### src/rtl/reorder_buffer_param.sv
// reorder_buffer_param: circular reorder buffer with in-order alloc/commit, CDB capture, squash and flush
// Ports:
//   clk, rst_n                       clock and asynchronous active-low reset
//   alloc_valid/ready, alloc_*       dispatch side; alloc_tag is the tail index handed out
//   wb_valid, wb_tag, wb_value       common data bus writeback into a valid entry
//   commit_ready/valid, commit_*     head entry presented for retirement
//   squash_valid, squash_tag         drop entries younger than squash_tag (the tag itself survives)
//   flush_all                        drop every entry
//   count                            occupied entries, 0..DEPTH
module reorder_buffer_param #(
  parameter int DEPTH      = 4,
  parameter int DEPTH_BITS = 2,
  parameter int DATA_WIDTH = 32,
  parameter int PREG_BITS  = 6
) (
  input  logic                  clk,
  input  logic                  rst_n,
  input  logic                  alloc_valid,
  output logic                  alloc_ready,
  input  logic [1:0]            alloc_inst_type,
  input  logic [PREG_BITS-1:0]  alloc_reg_dest,
  input  logic [4:0]            alloc_logic_dest,
  output logic [DEPTH_BITS-1:0] alloc_tag,
  input  logic                  wb_valid,
  input  logic [DEPTH_BITS-1:0] wb_tag,
  input  logic [DATA_WIDTH-1:0] wb_value,
  input  logic                  commit_ready,
  output logic                  commit_valid,
  output logic [DEPTH_BITS-1:0] commit_tag,
  output logic [1:0]            commit_inst_type,
  output logic [PREG_BITS-1:0]  commit_reg_dest,
  output logic [4:0]            commit_logic_dest,
  output logic [DATA_WIDTH-1:0] commit_value,
  input  logic                  squash_valid,
  input  logic [DEPTH_BITS-1:0] squash_tag,
  input  logic                  flush_all,
  output logic [DEPTH_BITS:0]   count
);
  localparam int PW = DEPTH_BITS + 1;
  logic [PW-1:0]         head_q, head_d, tail_q, tail_d;
  logic [DEPTH-1:0]      valid_q, valid_d, ready_q, ready_d;
  logic [1:0]            type_q [DEPTH];
  logic [1:0]            type_d [DEPTH];
  logic [PREG_BITS-1:0]  rdest_q [DEPTH];
  logic [PREG_BITS-1:0]  rdest_d [DEPTH];
  logic [4:0]            ldest_q [DEPTH];
  logic [4:0]            ldest_d [DEPTH];
  logic [DATA_WIDTH-1:0] value_q [DEPTH];
  logic [DATA_WIDTH-1:0] value_d [DEPTH];
  logic [DEPTH_BITS-1:0] head_idx, tail_idx, sq_off;
  logic                  do_alloc, do_commit;
  assign head_idx          = head_q[DEPTH_BITS-1:0];
  assign tail_idx          = tail_q[DEPTH_BITS-1:0];
  assign count             = tail_q - head_q;
  assign alloc_ready       = (count != PW'(DEPTH)) && !squash_valid && !flush_all;
  assign alloc_tag         = tail_idx;
  assign commit_valid      = valid_q[head_idx] && ready_q[head_idx];
  assign commit_tag        = head_idx;
  assign commit_inst_type  = type_q[head_idx];
  assign commit_reg_dest   = rdest_q[head_idx];
  assign commit_logic_dest = ldest_q[head_idx];
  assign commit_value      = value_q[head_idx];
  assign do_alloc          = alloc_valid && alloc_ready;
  assign do_commit         = commit_valid && commit_ready && !flush_all;
  // age of the squashing branch relative to head; everything older than it is kept
  assign sq_off            = squash_tag - head_idx;
  always_comb begin
    head_d  = head_q;
    tail_d  = tail_q;
    valid_d = valid_q;
    ready_d = ready_q;
    type_d  = type_q;
    rdest_d = rdest_q;
    ldest_d = ldest_q;
    value_d = value_q;
    if (wb_valid && valid_q[wb_tag]) begin
      ready_d[wb_tag] = 1'b1;
      value_d[wb_tag] = wb_value;
    end
    if (do_commit) begin
      valid_d[head_idx] = 1'b0;
      head_d = head_q + PW'(1);
    end
    if (do_alloc) begin
      valid_d[tail_idx] = 1'b1;
      ready_d[tail_idx] = 1'b0;
      type_d[tail_idx]  = alloc_inst_type;
      rdest_d[tail_idx] = alloc_reg_dest;
      ldest_d[tail_idx] = alloc_logic_dest;
      tail_d = tail_q + PW'(1);
    end
    if (flush_all) begin
      valid_d = '0;
      tail_d  = head_q;
    end else if (squash_valid) begin
      // rebuilding tail from head keeps the wrap bit consistent with age order
      tail_d = head_q + {1'b0, sq_off} + PW'(1);
      for (int i = 0; i < DEPTH; i++)
        if (DEPTH_BITS'(DEPTH_BITS'(i) - head_idx) > sq_off) valid_d[i] = 1'b0;
    end
  end
  always_ff @(posedge clk or negedge rst_n) begin
    if (!rst_n) begin
      head_q  <= '0;
      tail_q  <= '0;
      valid_q <= '0;
      ready_q <= '0;
      type_q  <= '{default: '0};
      rdest_q <= '{default: '0};
      ldest_q <= '{default: '0};
      value_q <= '{default: '0};
    end else begin
      head_q  <= head_d;
      tail_q  <= tail_d;
      valid_q <= valid_d;
      ready_q <= ready_d;
      type_q  <= type_d;
      rdest_q <= rdest_d;
      ldest_q <= ldest_d;
      value_q <= value_d;
    end
  end
endmodule

### config.mk
export PLATFORM = sky130hd
export DESIGN_NAME = reorder_buffer_param
export DESIGN_NICKNAME = d
export VERILOG_FILES = /design/src/rtl/reorder_buffer_param.sv
export SDC_FILE = /design/constraint.sdc
export NUM_CORES = 1
export LEC_CHECK = 0
export ABC_AREA = 0
export BUFFER_PORTS_ARGS = -buffer_cell sky130_fd_sc_hd__buf_4
export CAP_MARGIN = 20
export CORE_MARGIN = 5
export CORE_UTILIZATION = 47
export CTS_CLUSTER_SIZE = 10
export DETAILED_ROUTE_END_ITERATION = 8
export PLACE_DENSITY = 0.67
export SYNTH_ARGS = -nofsm -noshare
export SYNTH_HDL_FRONTEND = slang
export SYNTH_SLANG_ARGS = --single-unit
### constraint.sdc
create_clock -name clk -period 4.25 [get_ports clk]
set_input_delay 0.6375 -clock clk [delete_from_list [all_inputs] [get_ports clk]]
set_output_delay 0.6375 -clock clk [all_outputs]
set_load 0.02 [all_outputs]
# [After elaboration in Yosys (flattened, before gate mapping)]
# Cells that the tools add are included.
[word_totals] ff_bits=194 inputBits=56 output_inout_bits=54 word_cells=119
[op_classes] addsub=10 n_lt_le_gt_ge=15 eq_ne=1 muxes=49 bitwise=9 reduce_logical=15
[op_table] operator="$bwmux 128" count=1
[op_table] operator="$mux 32" count=3
[op_table] operator="$bmux 32 s2" count=1
[op_table] operator="$demux 32 s2" count=1
[op_table] operator="$bwmux 24" count=1
[op_table] operator="$mux 4" count=6
[op_table] operator="$bwmux 20" count=1
[op_table] operator="$mux 6" count=3
[op_table] operator="$mux 5" count=3
[op_table] operator="$bmux 6 s2" count=1
[op_table] operator="$demux 6 s2" count=1
[op_table] operator="$logic_and 1x1->1" count=12
[op_table] operator="$bmux 5 s2" count=1
[op_table] operator="$demux 5 s2" count=1
[op_table] operator="$mux 1" count=10
[op_table] operator="$add 3x1->3 const B" count=3
[op_table] operator="$ge 3x3->1 const B" count=3
[op_table] operator="$lt 2x3->1 const B" count=3
[op_table] operator="$mux 3" count=3
[op_table] operator="$not 2->3" count=3
[op_table] operator="$and 4x4->4" count=2
[op_table] operator="$bwmux 8" count=1
[op_table] operator="$gt 2x2->1" count=4
[op_table] operator="$not 4->4" count=2
[op_table] operator="other kinds (16)" count=29

# [Longest topological paths before layout]
# Gate-level depths: netlist of run 1.
[depth] ltp_word=12 depth_mapped=9 ltp_nobuf=9

# [Worst setup path after synthesis of run 1]
# No wires, ideal clock.
[synth_path] kind="register to register" start="register tail_q[0]" end="register ldest_q[16] (netlist bit)" t_arrival_ns=2.552 required_time_ns=4.125 slack_ns=1.573 path_stages_with_launch=9 n_path_buf=1 period_less_slack_ns=2.677 cell_sequence="dfrtp_1 inv_1 ha_1 fa_1 xor3_2 a31oi_4 nand3_4 buf_6 mux2_4"
[synth_lines] item="from (decl)" line_no="40" source="logic [PW-1:0] head_q, head_d, tail_q, tail_d;"
[synth_lines] item="from (signal assigned)" line_no="114" source="tail_q <= tail_d;"
[synth_lines] item="$sub 3x3->3" line_no="54" source="assign count = tail_q - head_q;"
[synth_lines] item="net count[2]" line_no="37" source="output logic [DEPTH_BITS:0] count"
[synth_lines] item="$ne 3x3->1" line_no="55" source="assign alloc_ready = (count != PW'(DEPTH)) && !squash_valid && !flush_all;"
[synth_lines] item="$logic_and 1x1->1 (2 in a row)" line_no="55"
[synth_lines] item="$logic_and 1x1->1" line_no="63" source="assign do_alloc = alloc_valid && alloc_ready;"
[synth_lines] item="to (signal assigned)" line_no="119" source="ldest_q <= ldest_d;"
[synth_lines] item="to (decl)" line_no="46" source="logic [4:0] ldest_q [DEPTH];"
# The timed path passes the listed nets, and every way through them passes these cells.
# A chain may end at the register's enable or synchronous reset.

# [Worst setup path in the final report of run 1]
[layout_path] start="register head_q[0]" end="output commit_reg_dest[4]"
[layout_between] elab_chain_len=4
[layout_lines] item="from (decl)" line_no="40"
[layout_lines] item="from (signal assigned)" line_no="104" source="head_q <= '0;"
[layout_lines] item="from (signal assigned)" line_no="113" source="head_q <= head_d;"
[layout_lines] item="$not 2->3 (not written as such)" line_no="60" source="assign commit_reg_dest = rdest_q[head_idx];"
[layout_lines] item="$bmux 6 s2" line_no="60"
[layout_lines] item="$mux 6 (not written as such) (2 in a row)" line_no="60"
[layout_lines] item="to (decl)" line_no="31" source="output logic [PREG_BITS-1:0] commit_reg_dest,"
# Every way passes these cells. The select of a mux whose other input is x is not followed.

==> results of run 1 <==
[worst max-delay path by stage]
stage                                     start                 endpoint  cells past startpoint
final                     head_q[0]$_DFFE_PN0N_       commit_reg_dest[4]                      3
after global routing      head_q[0]$_DFFE_PN0N_       commit_reg_dest[4]                      3
after CTS                 head_q[0]$_DFFE_PN0N_       commit_reg_dest[4]                      3
after detailed placement  head_q[0]$_DFFE_PN0N_  rdest_q[18]$_DFFE_PN0P_                      6
after global placement    head_q[0]$_DFFE_PN0N_  ldest_q[18]$_DFFE_PN0P_                      6
after floorplan           tail_q[0]$_DFFE_PN0P_  ldest_q[16]$_DFFE_PN0P_                      8
[logic make-up (layout without fill, tap and decap cells)]
logic type | count (synthesis) | in the layout | share of synthesized area [%]
simple gates | 35 | 35 | 2.76
flops | 194 | 194 | 53.5
xor+xnor | 4 | 4 | 0.565
compound gates | 28 | 28 | 2.25
buf+inv | 52 | 166 | 2.77
mux | 227 | 227 | 35.2
fa+ha+maj | 19 | 19 | 2.95
[flip-flops by register name (all words and copies together) (netlist names)]
| signal | count |
|---|---|
| tail_q | 3 |
| head_q | 3 |
| rdest_q | 24 |
| ldest_q | 20 |
| value_q | 128 |
| valid_q | 4 |
| type_q | 8 |
| ready_q | 4 |
[through the flow]
stage / cells / setup WS, ns / util [%] / cell area, sq um
after detailed placement: 901 / 1.21 / 53.8 / 10100
after global placement: 901 / 1.29 / 53.8 / 10100
after floorplan: 559 / 1.57 / - / 9080
final: 933 / 0.987 / 57.1 / 10700
after CTS: 933 / 0.917 / 57.1 / 10700
after global routing: 933 / 0.804 / 57.1 / 10700
[placed cells by master (no fill, tap or decap), types with 2 or more instances in the layout]
master      count
a21oi_1         3
nand2_1         8
nor3b_1         2
nand4b_1        2
clkinv_4        2
xnor2_1         3
bufinv_16       4
a21boi_0        3
a31oi_1         2
nor2b_1         3
buf_4         115
clkinvlp_4      2
nor3_1          2
nand3_4         4
clkbuf_16      17
a211oi_1        4
clkbuf_1        3
inv_6           2
mux4_2         46
fa_1            4
mux2_2        147
clkinv_2        2
and2_1          2
dfrtp_1       192
o21ai_0         7
nand4_1         2
ha_1           15
mux2_4         33
nand3_1         4
inv_1          17
[where the power goes]
group | internal, mW | switching (mW)
Sequential | 2.40 | 0.356
Clock | 0.990 | 0.699
Combinational | 1.52 | 1.30
[worst max-delay path, cell delays in order, from the launching register on]
cell and delay, ns:
dfrtp_4 0.64, buf_4 0.70, mux4_2 0.65, buf_4 0.19
[layer usage]
metal / vias to the layer above / track usage (%)
met4: 0 / 4.30
met5: - / 0
met2: 97 / 28.4
met3: 19 / 5.86
li1: 2272 / -
met1: 2693 / 24.7
[layout make-up]
class / instances / area share [%]
Timing Repair Buffer: 117 / 8.35
Tap cell: 260 / 3.03
Sequential cell: 194 / 45.2
Clock buffer: 20 / 4.06
Clock inverter: 12 / 1.68
Inverter: 17 / 0.594
Multi-Input combinational cell: 313 / 37.1
==> impl_results.md, run 1 <==
* Vias in the first global route at 5772
* Min Clock Period, post-route at 3.26 ns
* Number of antenna violations at the first check in global routing at 0
* Post-CTS setup buffers at 0
* Fin. max-slew vios at 0
* Post-CTS Hold Buffers at 0
* Area taken by flip-flops and latches at 4860 sq um
* Kind of critical path: reg2out
* Vias at just over 5000
* CP startpoint kind: flip-flop
* Worst-path clk slew at 0.07 ns
* Met3 WL post-DR at between 1000 and 1500 um
* Layout area overhead at 18.4%
* Routed len/inst at 20.5 um
* Fin crit share at 76.8%
* Post-CTS sizing at 0
* Leak at ~5.3 nW
* Status: completed
* RSZ-0062 raised after global routing: false
* Fin Setup TNS at 0 ns
* Power Dens Cells at approximately 680 nW/um^2
* # H-tree levels at 4
* Fillers at 1468
* Starting Density at 48.2%
* Skew-Pair Late Insertion Delay at 0.43 ns
* Die X at ~150 um
* GPL Wtd Cong at 0.798
* Clock Skew at 0.00662 ns
* Area of the multi-input gates at around 4000 sq um
* Reg-to-Reg Start: head_q[0]$_DFFE_PN0N_
* GR Overflow Total at 0
* Critical Path AT at 2.63 ns
* Relative slew slack at 36.8%
* # setup viols final at 0
* Achievable Freq at about 310 MHz
* Num CTS Buffers at 17
* Post-Route M1 WL at 8570 um
* Cell Rows at 50
* Largest net degree at the start of global routing at 115
* #FFs+latches synth at 194
* Synth Instances at 559
* Synthesized cell area at 9080 sq um
* Largest fanout on the critical path at 36
* Root buffer cell: clkbuf_16
* Most frequent cell after synthesis: dfrtp_1
* Mapped Nets at approximately 630
* Max Used Layer: met4
* Core area at 18800 sq um
* Post-route DRC at 0
* Ant diodes at 0
* Hold Fails Final Rpt at 0
* GRT Resource Usage Total at between 10% and 20%
* Seq/Total Area, Yosys at 53.5%
* Number of routed nets with antenna violations at 0
* Worst-margin pin slew at 0.948 ns
* Vias/cell at roughly 5.4
* Max Cap Viol at 0
* I/O Buffers at 109
* Worst setup EP type: primary output
* Number of synthesized flops with an enable pin at 0
* R2r setup slk at 1.24 ns
* Share of the synthesized area in the top cell type at around 53%
* Synth area leaders: dfrtp_1, mux2_2, mux4_2
* Die ar. at 22200 sq um
* Asr flop ratio synth at 100%
* Initial DRC Count at roughly 250
* Yosys synthesis warning count at 0
* Leading area contributor after synthesis: dfrtp_1
* First-pass GRT wire length at 31300 um
* Met2 wire length at 9340 um
* Clock buffer depth at 2
* Post-DP HPWL at about 13000 um
* TritonCTS clock tree: done
* Hold/Removal Path Class: in2async
* Mapped Avg Cell Area at 16.2 sq um
* CP required at 3.61 ns
* VDD IR max at around 0.00047 V
* Most frequent cells after synthesis: dfrtp_1, mux2_2, mux4_2
* Nets at between 700 and 800
* Hold Worst Slack at 0.281 ns
* Post-synth top flop: dfrtp_1
* Clk sink count at around 190
* Reg2reg end: ldest_q[8]$_DFFE_PN0P_
* Total power at 7.27 mW
* Ports at 110
* TritonRoute pass-1 iters at 6
* Die Y at 149 um
* Worst-case reg-to-reg path depth at 6
* Routed Wire Length at 19100 um
* Library cells used by synthesis at 44
* Layout cells sized above 1 at about 57%
Power figures use the tool's default switching activity.
==> run 2: changes to the inputs <==
--- a/config.mk
+++ b/config.mk
@@ -12,7 +12,7 @@
 export CORE_UTILIZATION = 47
 export CTS_CLUSTER_SIZE = 10
 export DETAILED_ROUTE_END_ITERATION = 8
-export PLACE_DENSITY = 0.67
+export PLACE_DENSITY = 0.69
 export SYNTH_ARGS = -nofsm -noshare
 export SYNTH_HDL_FRONTEND = slang
 export SYNTH_SLANG_ARGS = --single-unit
==> constraint.sdc (replaced) <==
create_clock -name clk -period 2.8 [get_ports clk]
set_input_delay 0.42 -clock clk [delete_from_list [all_inputs] [get_ports clk]]
set_output_delay 0.42 -clock clk [all_outputs]
set_load 0.02 [all_outputs]
==> run 2 against run 1 <==
  * Worst hold slack got worse by 0.032 ns
  * Sequential power rose by 49%
  * Critical path depth is 3 higher
  * Highest routed layer unchanged
  * Clock skew rose by 0.0031 ns
  * Global-route usage is essentially flat
  * Combinational power grew 59%
  * Largest power group unchanged
  * Routed wire length fell by 1.5%
  * Non-clock buffer count rose by 14
  * Die area unchanged
  * Register-to-register slack got worse by 1.0 ns
  * Clock power rose by 47%
==> impl_results.md, run 2 (synthesized netlist as in run 1, its figures left out) <==
* Met2 wire length at 9730 um
* Combinational power share at 40.4%
* Die Y at 149 um
* Num CTS Buffers at 17
* Status: completed
* Largest net degree at the start of global routing at 117
* Number of antenna violations at the first check in global routing at 0
* Ports at 110
* Clock Skew at ~0.0097 ns
* CP required at 2.38 ns
* Layout area overhead at 20.4%
* Clk sink count at 194
* TritonCTS clock tree: done
* Post-Place Cells at 907
* Worst-path clk slew at 0.07 ns
* Post-route cell area at 10900 sq um
* Clock buffer depth at 2
* VDD IR max at ~0.00047 V
* Post-DP HPWL at 12500 um
* Sw Share at 32.3%
* Post-route DRC at 0
* Worst-margin pin slew at 0.608 ns
* Hold/Removal Path Class: in2reg
* Most frequent cells in the layout: dfrtp_1, mux2_2, buf_4
* Power Dens Cells at 1010 nW/um^2
* Non-filler cells, final at 946
* Total power at 11.1 mW
* Nets at ~750
* Layout cells sized above 1 at 58.2%
* Vias in the first global route at 5832
* First-pass GRT wire length at 31600 um
* Min Clock Period, post-route at 2.68 ns
* Fin Setup TNS at 0 ns
* Leak at roughly 5.4 nW
* Skew-Pair Late Insertion Delay at 0.42 ns
* Relative slew slack at roughly three fifths
* GRT Resource Usage Total at 18.1%
* # H-tree levels at 4
* Leading registers by flop count: value_q: 128 flops, rdest_q: 24 flops, ldest_q: 20 flops
* Core area at 18800 sq um
* Post-Route M1 WL at 7860 um
* Starting Density at 48.2%
* Reg-to-Reg Start: head_q[0]$_DFFE_PN0N_
* Vias/cell at approximately 5.4
* Routed len/inst at 19.9 um
* CP max-delay cell: buf_4
* # setup viols final at 0
* Ant diodes at 0
* Switching pwr at 3.57 mW
* Crit-path most repeated cell: buf_4
* Number of flip-flops in the largest register at between 100 and 150
* Largest Register: value_q
* Achievable Freq at approximately 370 MHz
* Worst setup EP type: primary output
* Met3 WL post-DR at 1050 um
* Clock Power Share at between 20 and 25%
* Fin crit share at 95.6%
* Routed Wire Length at 18900 um
* Number of routed nets with antenna violations at 0
* Initial DRC Count at 223
* Max Used Layer: met4
* Crit path from: head_q[1]$_DFFE_PN0N_
* Slowest stage delay, CP at 0.43 ns
* Hold Crit Start: wb_value[14]
* I/O Buffers at 109
* Post-place instance area at 10200 sq um
* Vias at between 5000 and 6000
* Final core occ at 58.0%
* Critical Path AT at 2.26 ns
* Fin. max-slew vios at 0
* Largest fanout on the critical path at 27
* Hold Fails Final Rpt at 0
* RSZ-0062 raised after global routing: false
* CP startpoint kind: flip-flop
* TritonRoute pass-1 iters at 4
* Sequential Power Share at 37.1%
* Cell Rows at 50
* Root buffer cell: clkbuf_16
* Pint at between 7 and 8 mW
* Max Cap Viol at 0
* Die X at 149 um
* Kind of critical path: reg2out
* GPL Wtd Cong at 0.841
* CP cell instances: buf_4 -> inv_1 -> buf_4 -> mux4_2 -> inv_1 -> buf_4
* Die ar. at 22200 sq um
* GR Overflow Total at 0
* Commonest non-fill, non-tap cell in the layout: dfrtp_1
[run 2: area by class of cell]
type                            instances  area, sq um
Fill cell                            1484         7900
Sequential cell                       194         4860
Multi-Input combinational cell        313         3990
Timing Repair Buffer                  131         1080
Clock buffer                           20          457
Tap cell                              260          325
Clock inverter                         11          151
Inverter                               17         67.6
[run 2: repair_timing]
item	4_1_cts	5_1_grt
hold buffers	1	0
buffers inserted	2	5
gates resized for setup	3	2
endpoints found under the hold margin	3	0
pin swaps	2	5
setup endpoints to repair	50	46
[run 2: final timing paths]
kind                                      endpoint  slack [ns]  depth (start not counted)
max reg2reg                  tail_q[2]$_DFFE_PN0P_        0.20                          8
max in group asynchronous  value_q[49]$_DFFE_PN0P_        1.65                          3
min in group asynchronous  rdest_q[23]$_DFFE_PN0P_        0.37                          2
min reg2reg                value_q[23]$_DFFE_PN0P_        0.50                          1
min                        value_q[14]$_DFFE_PN0P_        0.25                          2
max                                   commit_valid        0.12                          6
[run 2: power groups by stage]
stage	combinational, mW	sequential, mW	clock, mW
finish	4.48	4.11	2.49
global route	4.83	4.21	2.69
floorplan	3.16	3.97	0
detailed placement	4.45	4.15	0
CTS	4.49	4.11	2.57
global placement	4.34	4.07	0
[run 2: through the flow]
step | worst slack [ns] | hold WS [ns]
5_1_grt | 0.0353 | 0.231
6_report | 0.123 | 0.249
3_5_place_dp | -0.0514 | 0.240
3_3_place_gp | 0.0266 | 0.240
2_1_floorplan | 0.123 | 0.124
4_1_cts | 0.00755 | 0.234
[run 2: critical path: cells and delay by family, from the launching register on]
family	cells	cell delay, ns
buffers and inverters	5	1.08
flip-flops	1	0.42
multiplexers	1	0.34
[run 2: per-layer routing]
| layer | GRT usage, % | vias up |
|---|---|---|
| li1 | - | 2285 |
| met1 | 22.9 | 2748 |
| met2 | 31.0 | 99 |
| met3 | 5.20 | 18 |
| met4 | 4.39 | 0 |
| met5 | 0 | - |
